`src/rtl/noc_inject_scheduler.sv`:
```
// noc_inject_scheduler: per-node injection scheduler sharing one PE-to-NoC
// port among N_REQ local packet sources. Round-robin grant, one registered
// output stage, injection-rate throttle and a packet budget with done flag.
// Optional macro INJECT_STALL_CNT_EN adds a saturating stall_cycles counter
// (cycles with r_valid_pe high and r_ready_pe low).
module noc_inject_scheduler #(
  parameter int N_REQ       = 4,
  parameter int X_SIZE      = 1,
  parameter int Y_SIZE      = 1,
  parameter int DATA_WIDTH  = 256,
  parameter int RATE        = 1,
  parameter int NUM_PACKETS = 10,
  parameter int CNT_WIDTH   = 32,
  localparam int TW         = X_SIZE + Y_SIZE + DATA_WIDTH
) (
  input  logic                   clk,
  input  logic                   rstn,
  input  logic [N_REQ-1:0]       req_valid,
  input  logic [N_REQ*TW-1:0]    req_data,
  output logic [N_REQ-1:0]       req_ready,
  output logic                   r_valid_pe,
  output logic [TW-1:0]          r_data_pe,
  input  logic                   r_ready_pe,
  output logic [CNT_WIDTH-1:0]   pkt_count,
  output logic                   done
`ifdef INJECT_STALL_CNT_EN
  ,
  output logic [CNT_WIDTH-1:0]   stall_cycles
`endif
);

  localparam int PW = (N_REQ > 1) ? $clog2(N_REQ) : 1;
  // Gap counter only has to reach RATE-1; one bit suffices for RATE <= 2.
  localparam int GW = (RATE > 2) ? $clog2(RATE) : 1;
  localparam logic [GW-1:0]        GAP_MAX = GW'(RATE - 1);
  localparam logic [CNT_WIDTH:0]   BUDGET  = (CNT_WIDTH + 1)'(NUM_PACKETS);

  typedef enum logic [1:0] {
    S_EMPTY = 2'd0,
    S_FULL  = 2'd1,
    S_STOP  = 2'd2
  } state_t;

  state_t               state_p0;
  logic [PW-1:0]        ptr_p0;
  logic [GW-1:0]        gap_p0;
  logic                 thr_p0;

  logic                 hs;
  logic                 thr_ok;
  logic                 budget_ok;
  logic                 exhausted;
  logic                 room;
  logic                 any_req;
  logic                 cap;
  logic [CNT_WIDTH:0]   cnt_ext;
  logic [PW-1:0]        gnt;
  logic [PW-1:0]        idx;
  logic                 found;

  function automatic logic [CNT_WIDTH-1:0] sat_inc(input logic [CNT_WIDTH-1:0] v);
    return (&v) ? v : v + 1'b1;
  endfunction

  // Capture eligibility: room in the output stage, throttle, budget, any request.
  always_comb begin
    hs        = r_valid_pe & r_ready_pe;
    // A handshake this cycle restarts the throttle window; only RATE=1 may
    // capture in the very cycle of a handshake.
    thr_ok    = hs ? (RATE == 1) : thr_p0;
    cnt_ext   = {1'b0, pkt_count} + {{CNT_WIDTH{1'b0}}, hs};
    budget_ok = (NUM_PACKETS == 0) || (cnt_ext < BUDGET);
    exhausted = (NUM_PACKETS != 0) && (cnt_ext >= BUDGET);
    room      = (state_p0 == S_EMPTY) || ((state_p0 == S_FULL) && hs);
    any_req   = |req_valid;
    // rstn gates the accept pulse so no source sees req_ready while in reset.
    cap       = rstn & room & thr_ok & budget_ok & any_req;
  end

  // Round-robin search: first valid requester at or after the pointer, with wrap.
  always_comb begin
    gnt   = '0;
    idx   = '0;
    found = 1'b0;
    for (int k = 0; k < N_REQ; k++) begin
      idx = PW'((int'(ptr_p0) + k) % N_REQ);
      if (!found && req_valid[idx]) begin
        found = 1'b1;
        gnt   = idx;
      end
    end
    req_ready = cap ? (N_REQ'(1) << gnt) : '0;
  end

  // Output stage FSM: capture, hold until handshake, drain, stop on budget.
  always_ff @(posedge clk or negedge rstn) begin
    if (!rstn) begin
      state_p0   <= S_EMPTY;
      r_valid_pe <= 1'b0;
      r_data_pe  <= '0;
      ptr_p0     <= '0;
      done       <= 1'b0;
    end else begin
      case (state_p0)
        S_EMPTY, S_FULL: begin
          if (cap) begin
            state_p0   <= S_FULL;
            r_valid_pe <= 1'b1;
            r_data_pe  <= req_data[int'(gnt)*TW +: TW];
            ptr_p0     <= PW'((int'(gnt) + 1) % N_REQ);
          end else if ((state_p0 == S_EMPTY) || hs) begin
            r_valid_pe <= 1'b0;
            if (exhausted) begin
              state_p0 <= S_STOP;
              done     <= 1'b1;
            end else begin
              state_p0 <= S_EMPTY;
            end
          end
        end
        S_STOP: begin
          r_valid_pe <= 1'b0;
          done       <= 1'b1;
        end
        default: begin
          state_p0   <= S_EMPTY;
          r_valid_pe <= 1'b0;
        end
      endcase
    end
  end

  // Handshake counter and throttle window tracking.
  always_ff @(posedge clk or negedge rstn) begin
    if (!rstn) begin
      pkt_count <= '0;
      gap_p0    <= '0;
      thr_p0    <= 1'b1;
    end else if (hs) begin
      pkt_count <= sat_inc(pkt_count);
      gap_p0    <= (RATE > 1) ? GW'(1) : '0;
      thr_p0    <= (RATE <= 2);
    end else if (!thr_p0) begin
      gap_p0    <= gap_p0 + 1'b1;
      thr_p0    <= ((gap_p0 + 1'b1) == GAP_MAX);
    end
  end

`ifdef INJECT_STALL_CNT_EN
  // Saturating count of cycles the NoC holds off a valid packet.
  always_ff @(posedge clk or negedge rstn) begin
    if (!rstn) begin
      stall_cycles <= '0;
    end else if (r_valid_pe && !r_ready_pe) begin
      stall_cycles <= sat_inc(stall_cycles);
    end
  end
`endif

endmodule
```
`config.mk`:
```
export PLATFORM = sky130hd
export DESIGN_NAME = noc_inject_scheduler
export DESIGN_NICKNAME = d
export VERILOG_FILES = /design/src/rtl/noc_inject_scheduler.sv
export SDC_FILE = /design/constraint.sdc
export NUM_CORES = 1
export LEC_CHECK = 0
export CORE_AREA = 3 3 523 525
export DETAILED_ROUTE_END_ITERATION = 7
export DIE_AREA = 0 0 526 528
export PLACE_DENSITY = 0.35
export SYNTH_ARGS = -nofsm -noshare
export SYNTH_HDL_FRONTEND = slang
export SYNTH_SLANG_ARGS = --single-unit
```
`constraint.sdc`:
```
create_clock -name clk -period 10.3 [get_ports clk]
set_clock_uncertainty 0.15 [all_clocks]
set_input_delay 2.06 -clock clk [delete_from_list [all_inputs] [get_ports clk]]
set_output_delay 2.06 -clock clk [all_outputs]
set_load 0.01 [all_outputs]
```
==> flow_metrics.py, run 1 <==
metrics = {
    "floorplanning": {
        "rows": 191,
        "start_util": 0.0761,
        "dieArea_um2": 278000,
        "fp.coreArea_um2": 270000,
        "die_x_um": 526,
        "die_h_um": 528,
        "num_io_pins": 1335,
    },
    "sta": {
        "hold-worst-slack_ps": 329,
        "drv_slew": 0,
        "post-route-min-period_ps": 8670,
        "min_period_over_period": 0.842,
        "slew_headroom": 0.254,
        "fin_ws_ps": 1630,
        "worst_slew_pin_slew_ps": 1120,
        "fmax_ghz": 0.115,
        "fin_setup_tns_ps": 0,
        "hold_violations": 0,
        "setup_viol": 0,
        "rsz0062_at_grt": "no",
    },
    "cells_and_area": {
        "multi_input_area_um2": 11900,
        "syn_to_final_growth_pct": 92.6,
        "seq_area_um2": 7460,
        "fillerInstances": 30900,
        "drive_above_1_share": 0.0800,
        "final_area_um2": 39600,
        "nets": 4817,
    },
    "synthesis": {
        "synth_edf_count": 0,
        "ys_ff_latch": 298,
        "synth.top_cells.by_count": "1056 x nand2_1, 297 x dfrtp_1, 263 x and3_1",
        "synth.distinct_cells": 54,
        "yosys.area.top_type": "dfrtp_1",
        "synth_most_common_cell": "nand2_1",
        "seq_area_frac_synth": 0.363,
        "synthFlopType": "dfrtp_1",
        "netlist.area_leader.share": 0.362,
        "ys_warn_count": 0,
        "synthTopCellsByArea": "dfrtp_1 36%, nand2_1 19%, and3_1 8.0%",
        "netlist_instances": 2569,
        "synth_async_sr_flop_share": 1.00,
        "synth_area_um2": 20500,
        "syn_avg_cell_area_um2": 7.99,
        "syn_nets": 3615,
    },
    "global_routing": {
        "grt_max_degree": 140,
        "gr-usage-all-layers": 0.144,
        "use_met3": 0.0661,
        "use_met2": 0.223,
        "antenna_found_initial": 195,
        "busiest_layer": "met2",
        "grt_pass1_vias": 26400,
        "grt_pass1_wl_um": 269000,
        "grt_overflow": 0,
        "grtUsageMet1": 0.179,
    },
    "placed_design": {
        "io_buffers": 1334,
        "place_hpwl_um": 175000,
        "gp_congestion": 0.917,
        "placed_area_um2": 37600,
        "pre_cts_ws_ps": 1640,
    },
    "pwr": {
        "ir_worst_vdd_v": 0.000115,
        "powerDensity_nw_per_um2": 103,
        "leakage_nw": 16.3,
        "fin_total_pwr_mw": 4.09,
    },
    "detailed_routing": {
        "drcViolationCount": 0,
        "ant_nets": 0,
        "drt_iter0_drc": 1492,
        "wire_per_inst_um": 28.2,
        "firstDrtPassIters": 5,
        "num_vias": 25300,
        "wl_um": 209000,
        "viasPerCell": 3.41,
    },
    "flow_run": {
        "drv_cap": 0,
    },
    "clock_network": {
        "cts-htree-levels": 2,
        "path_clk_slew_ps": 60,
        "post-cts-setup-buffers": 0,
        "ctsHoldBuffers": 0,
        "root_buffer": "clkbuf_16",
        "cts_tree": "built",
        "cts-resized-gates": 0,
        "clk_latency_ps": 700,
        "cts_sinks": 298,
        "cts-buffers-inserted": 52,
        "clockBufferDepth": 3,
    },
    "critical_path": {
        "r2r_slack_ps": 5000,
        "cp.required_ps": 8090,
        "arrival_ps": 6460,
        "cp-start-kind": "primary input",
        "path_max_fanout": 9,
        "critical_path_class": "primary input to output pin",
        "end_kind": "output pin",
    },
    "status": {
        "status": "completed",
    },
    "hold_path": {
        "min_path_type": "flop to flop",
    },
}
==> layer usage <==
layer | routed length, µm | share of wire
met1 | 88100 | 0.42
met2 | 90300 | 0.43
met3 | 23300 | 0.11
met4 | 6680 | 0.032
met5 | 760 | 0.0036
==> final cells by class <==
cell class | count | share of cell area
Sequential cell | 298 | 0.189
Inverter | 11 | 0.00142
Timing Repair Buffer | 1369 | 0.347
Tap cell | 3570 | 0.113
Clock buffer | 71 | 0.0375
Antenna cell | 43 | 0.00272
Multi-Input combinational cell | 2039 | 0.302
Clock inverter | 24 | 0.00838
==> where the power goes <==
| part | internal (mW) | switching (mW) | leakage, nW |
|---|---|---|---|
| combinational | 0.497 | 0.476 | 11.3 |
| clock | 1.16 | 0.786 | 0.881 |
| sequential | 1.17 | 0 | 4.14 |
| total | 2.83 | 1.26 | 16.3 |
==> worst paths after layout <==
check / endpoint / start / cells past startpoint
worst max-delay path: req_ready[0] / r_ready_pe / 12
worst min-delay path: done / done / 1
worst max register to register: r_data_pe[256] / r_valid_pe / 12
worst min register to register: done / done / 1
max in group asynchronous: r_data_pe[35] / rstn / 3
min in group asynchronous: r_data_pe[211] / rstn / 1
==> cells in the final DEF (no fill, tap or decap), types with 3 or more instances in the layout <==
cell             instances
and4_1                   7
a31oi_1                261
a21oi_1                  5
nor4_1                   8
diode_2                 43
clkbuf_16               53
mux2i_1                  4
or3_1                    5
nor3_1                   7
nand3_1                 17
nand2_1               1056
bufinv_16                6
buf_4                   27
clkbuf_1                 9
buf_12                   8
mux2_1                  87
nor2_1                  25
clkdlybuf4s50_1       1333
dfrtp_1                297
ha_1                     7
clkinv_4                 3
or4_1                    4
mux2_4                  90
and3_1                 263
mux2_2                  83
clkbuf_8                 9
nand4_1                 22
inv_1                    9
clkinv_2                 8
and2_1                   8
clkinvlp_4               4
o21a_1                   3
o21ai_0                  6
xor2_1                  24
xnor2_1                 21
==> registers in the layout, indices dropped and copies added (netlist names) <==
signal,count
state_p0,2
thr_p0,1
pkt_count,32
ptr_p0,2
r_valid_pe,1
done,1
gap_p0,1
r_data_pe,258
==> cells by family after synthesis <==
logic type               count (synthesis)  synth area share
AO/OA/AOI/OAI                          290            0.0895
AND/OR/NAND/NOR                       1433             0.305
XOR/XNOR                                45            0.0192
flip-flops                             298             0.363
multiplexers                           264             0.161
adder cells (fa/ha/maj)                  7           0.00427
buffers and inverters                  232            0.0574
==> stage by stage <==
stage,utilization,std cells
after floorplan,-,2569
after global placement,0.139,7287
after detailed placement,0.139,7287
after CTS,0.146,7382
after global routing,0.146,7396
final,0.147,7425
==> worst max-delay path, stage by stage <==
cell and delay [ps]:
clkdlybuf4s50_1 480, nand2_1 210, inv_1 160, ha_1 230, ha_1 400, nand4_1 270, or3_1 460, a2111oi_0 600
nand3_1 250, nor4bb_1 570, and2_1 210, clkdlybuf4s50_1 550
(Power assumes the default switching activity.)
==> run 2, diff against run 1 <==
Settings changed: CORE_AREA 3 3 523 525 to 3 3 519 521, DIE_AREA 0 0 526 528 to 0 0 522 524, PLACE_DENSITY 0.35 to 0.36.
Clock period 10.3 ns to 7.75 ns, I/O delays scaled along.
==> run 2 against run 1 <==
Compared with the run above:
- clock-buffer cell count shrank 4
- sequential power increased by 33%
- first-iteration DRC count is 3.4% lower
- clock power rose by 20%
- largest cell class unchanged
==> flow_metrics.py, run 2 (same netlist as run 1, synthesis figures left out) <==
metrics = {
    "global_routing": {
        "grt_overflow": 0,
        "gr-usage-all-layers": 0.145,
        "grt_pass1_wl_um": 266000,
        "use_met3": 0.0641,
        "use_met2": 0.234,
        "grtUsageMet1": 0.176,
        "busiest_layer": "met2",
        "grt_pass1_vias": 26600,
        "antenna_found_initial": 196,
        "grt_max_degree": 141,
    },
    "clock_network": {
        "cts-htree-levels": 2,
        "clk_latency_ps": 680,
        "cts_tree": "built",
        "ctsHoldBuffers": 0,
        "cts_sinks": 298,
        "path_clk_slew_ps": 60,
        "cts-resized-gates": 0,
        "root_buffer": "clkbuf_16",
        "cts-buffers-inserted": 46,
        "post-cts-setup-buffers": 0,
        "clockBufferDepth": 3,
    },
    "placed_design": {
        "place_hpwl_um": 177000,
        "io_buffers": 1334,
        "gp_congestion": 0.906,
        "placed_area_um2": 37800,
    },
    "detailed_routing": {
        "drcViolationCount": 0,
        "viasPerCell": 3.42,
        "drt_iter0_drc": 1441,
        "firstDrtPassIters": 5,
        "wire_per_inst_um": 28.2,
        "num_vias": 25300,
        "wl_um": 208000,
        "ant_nets": 0,
    },
    "floorplanning": {
        "die_h_um": 524,
        "fp.coreArea_um2": 265000,
        "num_io_pins": 1335,
        "dieArea_um2": 274000,
        "start_util": 0.0774,
        "rows": 189,
        "die_x_um": 522,
    },
    "cells_and_area": {
        "final_area_um2": 39500,
        "largest_register_ffs": 258,
        "nets": 4827,
        "reg_top3": "r_data_pe (258), pkt_count (32)",
        "drive_above_1_share": 0.0812,
        "largest-register": "r_data_pe",
        "syn_to_final_growth_pct": 92.5,
        "mostFrequentLayoutCell": "clkdlybuf4s50_1",
        "fillerInstances": 30300,
        "utilization": 0.149,
        "layout_common_cells": "1333 x clkdlybuf4s50_1, 1056 x nand2_1, 297 x dfrtp_1, 263 x and3_1, 261 x a31oi_1",
    },
    "critical_path": {
        "cp_slowest_stage_delay_ps": 540,
        "r2r_end": "r_data_pe[170]",
        "crit_family": "simple AND/OR/NAND/NOR gates",
        "path_max_fanout": 9,
        "reg2reg_depth": 13,
        "path_buf_inv": 4,
        "slowest_stage": "clkdlybuf4s50_1",
        "cp_cell_sequence": "clkdlybuf4s50_1 -> nand2_1 -> inv_1 -> ha_1 -> ha_1 -> nand4_1 -> or3_1 -> a2111oi_0 -> nand3_1 -> nor4bb_1 -> buf_4 -> and2_1 -> clkdlybuf4s50_1",
        "end_kind": "output pin",
        "cp-start-kind": "primary input",
        "rr_startpoint": "r_valid_pe",
        "arrival_ps": 5740,
        "r2r_slack_ps": 3050,
        "cp.required_ps": 6050,
        "critical_path_class": "primary input to output pin",
    },
    "sta": {
        "drv_slew": 0,
        "rsz0062_at_grt": "no",
        "min_period_over_period": 0.960,
        "setup_viol": 0,
        "fmax_ghz": 0.134,
        "fin_setup_tns_ps": 0,
        "post-route-min-period_ps": 7440,
        "slew_headroom": 0.334,
        "hold_violations": 0,
        "worst_slew_pin_slew_ps": 994,
        "hold-worst-slack_ps": 329,
    },
    "hold_path": {
        "hold_path.startpoint": "done",
        "worstHoldPathCells": 1,
        "min_path_type": "flop to flop",
        "holdPathEnd": "done",
    },
    "pwr": {
        "leakage_nw": 16.3,
        "p_sw_mw": 1.59,
        "fin_total_pwr_mw": 5.18,
        "switching_share": 0.307,
        "p_comb_frac": 0.251,
        "internal_power_mw": 3.59,
        "power_frac_seq": 0.301,
        "clock_power_share": 0.448,
        "powerDensity_nw_per_um2": 131,
        "ir_worst_vdd_v": 0.000161,
    },
    "status": {
        "status": "completed",
    },
    "flow_run": {
        "drv_cap": 0,
    },
}
-- run 2: changes by cell type in the layout (fill, tap and decap cells not counted), moves of 2 or more --
cell | previous run | this run
buf_12 | 8 | 16
clkbuf_16 | 53 | 46
diode_2 | 43 | 37
buf_4 | 27 | 35
clkinvlp_4 | 4 | 1
clkinv_4 | 3 | 0
clkbuf_1 | 9 | 11
-- run 2: final cells by class --
type	count	area, µm²	share of cell area
diodes	37	92.6	0.00234
clock buffers	67	1330	0.0337
clock inverters	19	292	0.00738
inverters	11	56.3	0.00142
multi-input cells	2039	11900	0.302
flip-flops and latches	298	7460	0.189
well taps	3533	4420	0.112
repair buffers	1385	13900	0.353
-- run 2: per-stage QoR --
stage               setup WS, ps  instances
floorplan                   2100       2569
global placement             276       7266
detailed placement           290       7266
CTS                          270       7352
global route                26.2       7363
finish                       307       7389
-- run 2: worst register-to-register path: stages, from the launching register on --
cell and delay [ps]:
dfrtp_1 370, nand2_1 150, inv_1 140, ha_1 220, ha_1 370, nand4_1 280, or3_1 480, a2111oi_0 490
nand3_1 270, nor3_2 410, buf_4 240, buf_12 270, buf_4 350, mux2_2 360
-- run 2: routing by layer --
metal / wire [µm] / part of all wire
met5: 747 / 0.0036
met4: 4910 / 0.024
met3: 23600 / 0.11
met2: 94100 / 0.45
met1: 85100 / 0.41
-- run 2: how the worst max path moves through the flow --
stage                     startpoint      endpoint  depth (start not counted)
after floorplan           r_ready_pe  req_ready[0]                         12
after global placement    r_ready_pe  req_ready[2]                         13
after detailed placement  r_ready_pe  req_ready[3]                         13
after CTS                 r_ready_pe  req_ready[3]                         13
after global routing      r_ready_pe  req_ready[3]                         13
final                     r_ready_pe  req_ready[0]                         13
-- run 2: power by group through the flow --
stage                     Combinational (mW)  Sequential, mW  Clock, mW
after detailed placement                1.32            1.58          0
after global routing                    1.41            1.56       2.49
after global placement                  1.33            1.58          0
after CTS                               1.33            1.56       2.45
after floorplan                        0.422            1.58          0
final                                   1.30            1.56       2.32
